**config.mk**
```make
export PLATFORM = sky130hd
export DESIGN_NAME = csd_decoder
export DESIGN_NICKNAME = d
export VERILOG_FILES = /design/src/rtl/csd_pkg.sv /design/src/rtl/csd_digit_decode.sv /design/src/rtl/csd_decoder.sv
export SDC_FILE = /design/constraint.sdc
export NUM_CORES = 1
export LEC_CHECK = 0
export BUFFER_PORTS_ARGS = -buffer_cell sky130_fd_sc_hd__buf_2
export CORE_MARGIN = 8
export CORE_UTILIZATION = 45
export DETAILED_ROUTE_END_ITERATION = 8
export PLACE_DENSITY = 0.71
export SLEW_MARGIN = 30
export SYNTH_ARGS = -nofsm -noshare
export SYNTH_HDL_FRONTEND = slang
export SYNTH_SLANG_ARGS = --single-unit
export TNS_END_PERCENT = 30
```
**constraint.sdc**
```tcl
create_clock -name clk -period 3.31 [get_ports clk]
set_input_delay 0.662 -clock clk [delete_from_list [all_inputs] [get_ports clk]]
set_output_delay 0.662 -clock clk [all_outputs]
set_load 0.02 [all_outputs]
```
**src/rtl/csd_pkg.sv**
```systemverilog
// CSD decoder shared definitions: digit codes, FSM states, digit-count helper.
// Latency: n/a (declarations only).
// Backpressure: n/a.
package csd_pkg;

  localparam logic [1:0] CSD_ZERO = 2'b00;
  localparam logic [1:0] CSD_POS  = 2'b01;
  localparam logic [1:0] CSD_NEG  = 2'b11;
  localparam logic [1:0] CSD_BAD  = 2'b10;

  typedef enum logic [1:0] {
    ST_IDLE = 2'd0,
    ST_RUN  = 2'd1,
    ST_DONE = 2'd2
  } state_t;

  // A W-bit binary value needs W+1 CSD digits.
  function automatic int csd_ndig(input int w);
    return w + 1;
  endfunction

endpackage

```
**src/rtl/csd_digit_decode.sv**
```systemverilog
// Maps one 2-bit CSD code to a signed digit value plus nonzero/illegal flags.
// Latency: combinational.
// Backpressure: none.
module csd_digit_decode
  import csd_pkg::*;
(
  input  logic        [1:0] code,
  output logic signed [1:0] val,
  output logic              nz,
  output logic              bad
);

  // Illegal code 10 contributes zero and is only flagged.
  always_comb begin
    val = 2'sb00;
    nz  = 1'b0;
    bad = 1'b0;
    case (code)
      CSD_POS: begin
        val = 2'sb01;
        nz  = 1'b1;
      end
      CSD_NEG: begin
        val = 2'sb11;
        nz  = 1'b1;
      end
      CSD_BAD: bad = 1'b1;
      default: ;
    endcase
  end

endmodule

```
**src/rtl/csd_decoder.sv**
```systemverilog
// Serial CSD-to-binary decoder, one digit per clock MSB first, with canonicity/code/range checks.
// Latency: done pulses N+1 edges after the accepting edge; outputs load one edge earlier.
// Backpressure: start is taken only in IDLE; starts during RUN/DONE are dropped, not queued.
module csd_decoder
  import csd_pkg::*;
#(
  parameter int W = 8
) (
  input  logic                     clk,
  input  logic                     reset,
  input  logic                     start,
  input  logic [2*csd_ndig(W)-1:0] csdIn,
  output logic [W-1:0]             dataOut,
  output logic                     busy,
  output logic                     done,
  output logic                     Zout,
  output logic                     ovf,
  output logic                     errNc,
  output logic                     errCode
);

  localparam int N  = csd_ndig(W);
  localparam int AW = W + 2;
  localparam int CW = $clog2(N);

  state_t               state;
  logic [2*N-1:0]       sr;
  logic [CW-1:0]        cnt;
  logic signed [AW-1:0] acc;
  logic                 prev_nz;
  logic                 nc_s;
  logic                 bad_s;

  logic signed [1:0]    dval;
  logic                 dnz;
  logic                 dbad;
  logic signed [AW-1:0] acc_nxt;
  logic                 nc_nxt;
  logic                 bad_nxt;
  logic                 ovf_nxt;
  logic [2:0]           acc_top;

  csd_digit_decode u_dig (
    .code (sr[2*N-1 -: 2]),
    .val  (dval),
    .nz   (dnz),
    .bad  (dbad)
  );

  // Next accumulator and sticky error terms for the digit at the head of the shift register.
  always_comb begin
    acc_nxt = (acc <<< 1) + $signed({{W{dval[1]}}, dval});
    nc_nxt  = nc_s | (dnz & prev_nz);
    bad_nxt = bad_s | dbad;
    // In range for W bits iff the top three accumulator bits are all equal.
    acc_top = acc_nxt[AW-1:W-1];
    ovf_nxt = !((acc_top == 3'b000) || (acc_top == 3'b111));
  end

  // FSM, datapath and registered outputs.
  always_ff @(posedge clk or negedge reset) begin
    if (!reset) begin
      state   <= ST_IDLE;
      sr      <= '0;
      cnt     <= '0;
      acc     <= '0;
      prev_nz <= 1'b0;
      nc_s    <= 1'b0;
      bad_s   <= 1'b0;
      dataOut <= '0;
      busy    <= 1'b0;
      done    <= 1'b0;
      Zout    <= 1'b0;
      ovf     <= 1'b0;
      errNc   <= 1'b0;
      errCode <= 1'b0;
    end else begin
      done <= 1'b0;
      case (state)
        ST_IDLE: begin
          if (start) begin
            sr      <= csdIn;
            cnt     <= '0;
            acc     <= '0;
            prev_nz <= 1'b0;
            nc_s    <= 1'b0;
            bad_s   <= 1'b0;
            busy    <= 1'b1;
            state   <= ST_RUN;
          end
        end
        ST_RUN: begin
          acc     <= acc_nxt;
          sr      <= {sr[2*N-3:0], 2'b00};
          cnt     <= cnt + 1'b1;
          prev_nz <= dnz;
          nc_s    <= nc_nxt;
          bad_s   <= bad_nxt;
          if (cnt == CW'(N - 1)) begin
            dataOut <= acc_nxt[W-1:0];
            Zout    <= (acc_nxt == '0);
            ovf     <= ovf_nxt;
            errNc   <= nc_nxt;
            errCode <= bad_nxt;
            state   <= ST_DONE;
          end
        end
        ST_DONE: begin
          done  <= 1'b1;
          busy  <= 1'b0;
          state <= ST_IDLE;
        end
        default: begin
          busy  <= 1'b0;
          state <= ST_IDLE;
        end
      endcase
    end
  end

endmodule

```
==> impl_results.md <==
- Tcrit/Tclk final: 86.5%
- Initial core utilization: 46.6%
- # Max-Cap Violations: 0
- # setup viols final: 0
- Clock tree root driver cell: clkbuf_8
- Final core occ: 52.5%
- Crit Path Category: register to register
- Fin crit period: 2.86 ns
- Tightest Pin Transition: 0.511 ns
- Ys async rst share: 100%
- CP startpoint: sr[16]
- Yosys top cell area share: 47.7%
- Total Neg Setup Slack: 0 ns
- Die Span Y: 91.6 um
- Num Clock Sinks: 49
- Post-Syn Instances: 273
- DIE WIDTH: 91.6 um
- Clock Pin Slew Worst Setup and Hold Paths: 0.09 ns
- Crit-path max FO: 11
- Core Rows: 27
- First-pass GRT wire length: 10.4 mm
- Post-synth EDFFs: 0
- Synth warn: 0
- P per Cell Area: 783 nW/um2
- Leak Pwr: 1.37 nW
- Total CTS buffers: 5
- Status: complete, no violations
- # IOs: 35
- Max-slew violations: 0
- Max-slew headroom: 66.0%
- VDD IR max: 0.000345 V
- Final RePlAce weighted congestion: 0.844
- Area grow syn2layout: 12.6%
- Synth cell types: 46
- Via count: 2,107
- Startpoint type of the worst setup path: register
- WL final: 5.83 mm
- Place WS: 0.520 ns
- Vias in the first global route: 2,168
- DR WL/cell: 15.6 um
- Ys flop type: dfrtp_1
- TritonCTS clock tree: yes
- Most common cell after layout, fill and taps aside: dfrtp_1
- Dpl cells: 365
- # DRC: 0
- Cts-stage hold buffer count: 0
- Register area share after synthesis: 47.7%
- Initial antenna violation count: 0
- Largest net degree at the start of global routing: 29
- Critical register-to-register path startpoint: sr[16]
- Clock Skews: 0.00889 ns
- Vias per cell: 5.65
- 1st-iter DRT viols: 108
- Fmax: 349 MHz
- Share of cells above drive strength 1: 19.9%
- Syn Std Cell Area: 2570 um2
- Clock buffer depth: 2
- Most area-hungry cell type in the Yosys netlist: dfrtp_1
- H-tree Lvls: 2
- Die area: 8380 um2
- Antenna diode count: 0
- Total grt overflow: 0
- Most frequent cells in the layout: 49 x dfrtp_1, 34 x buf_2, 27 x nand2_1
- RSZ-0062 raised after global routing: false
- Multi-input logic area: 1230 um2
- Post-route setup slack: 0.445 ns
- Hold Fails Final Rpt: 0
- Syn avg cell area: 9.41 um2
- Detail Route Antenna Nets: 0
- Seq cells post-synth: 49
- Critical path arrival: 3.09 ns
- Hold/Removal Path Class: input pin to asynchronous set/reset pin
- Top cells by area, synth: dfrtp_1 48%, a21oi_1 4.7%, nor2b_1 4.6%
- Worst EP required: 3.54 ns
- Post_cts resized: 0
- Core Box Area: 5510 um2
- Mapped Nets: 298
- Clock Latency Late Sink: 0.30 ns
- Storage cell area: 1230 um2
- Filler Cells Inserted: 512
- DRT Pass-1 Iters: 4
- Crit end category: register
- DPL Wire Length: 4.03 mm
- Post-CTS setup buffer count: 0
- Nets: 325
- IO Port Bufs: 34
- Total GRT Usage: 14.9%
- Post-Layout Cell Count: 373
## worst max-delay path, stage by stage (launching register included)
cell	delay (ns)
dfrtp_1	0.55
nand2_2	0.14
inv_1	0.08
ha_1	0.28
ha_1	0.33
nor2_1	0.07
mux2i_1	0.17
xnor2_1	0.12
or4_1	0.46
or4_1	0.47
o21ai_1	0.12
## path summary, 6_finish.rpt
kind	end	slack [ns]	depth (start not counted)
worst max-delay path	Zout	0.45	10
worst min-delay path	errNc	0.31	1
worst max register to register	Zout	0.45	10
worst min register to register	errCode	0.48	2
max in group asynchronous	Zout	2.25	2
min in group clk	errCode	0.48	2
## metrics by stage
stage          cell area (um2)  hold slack (ns)  power (mW)
3_3_place_gp              2790            0.456        1.86
4_1_cts                   2890            0.338        2.29
5_1_grt                   2890            0.362        2.45
6_report                  2890            0.314        2.26
3_5_place_dp              2790            0.465        1.89
2_1_floorplan             2570            0.366        1.64
## sequential cells by signal (all words and copies together) (netlist names), 2 cells and up
signal	flops
state	2
acc	8
dataOut	8
sr	18
cnt	4
## cell type report
class                   instances  area share [%]
clock buffers                   7            3.33
clock inverters                 1           0.173
inverters                       8            1.04
multi-input cells             196            42.5
flip-flops and latches         49            42.4
well taps                      72            3.11
repair buffers                 40            7.44
## synth_stat cells, drive strengths merged, types with 2 or more instances
master,n
dfrtp,49
nand2,29
a21oi,24
o21ai,24
nor2b,19
clkbuf,16
a22oi,15
nor2,14
a22o,13
inv,8
mux2,5
xnor2,5
buf,4
ha,4
nand3,4
nor3,4
and2,3
mux2i,3
or4,3
xor2,3
a31oi,2
and3,2
o22ai,2
## report_power, final
group	internal, mW	leakage [nW]	switching, mW
logic	0.384	0.676	0.483
clock network	0.189	0.0542	0.197
registers	0.805	0.637	0.206
## kinds of logic (layout without fill, tap and decap cells)
| kind of cell | count (synthesis) | count (layout) | share of synthesized area [%] |
|---|---|---|---|
| AO/OA/AOI/OAI | 89 | 89 | 22.2 |
| XOR/XNOR | 8 | 8 | 2.73 |
| adder cells (fa/ha/maj) | 4 | 4 | 1.95 |
| buffers and inverters | 28 | 56 | 4.38 |
| flip-flops | 49 | 49 | 47.7 |
| multiplexers | 8 | 8 | 3.36 |
| AND/OR/NAND/NOR | 87 | 87 | 17.7 |
## routing by layer
layer / track usage, % / part of all wire [%]
met1: 19.1 / 46
met2: 22.9 / 46
met3: 4.61 / 6.2
met4: 5.46 / 1.4
met5: 0 / 0
Power figures use the tool's default switching activity.
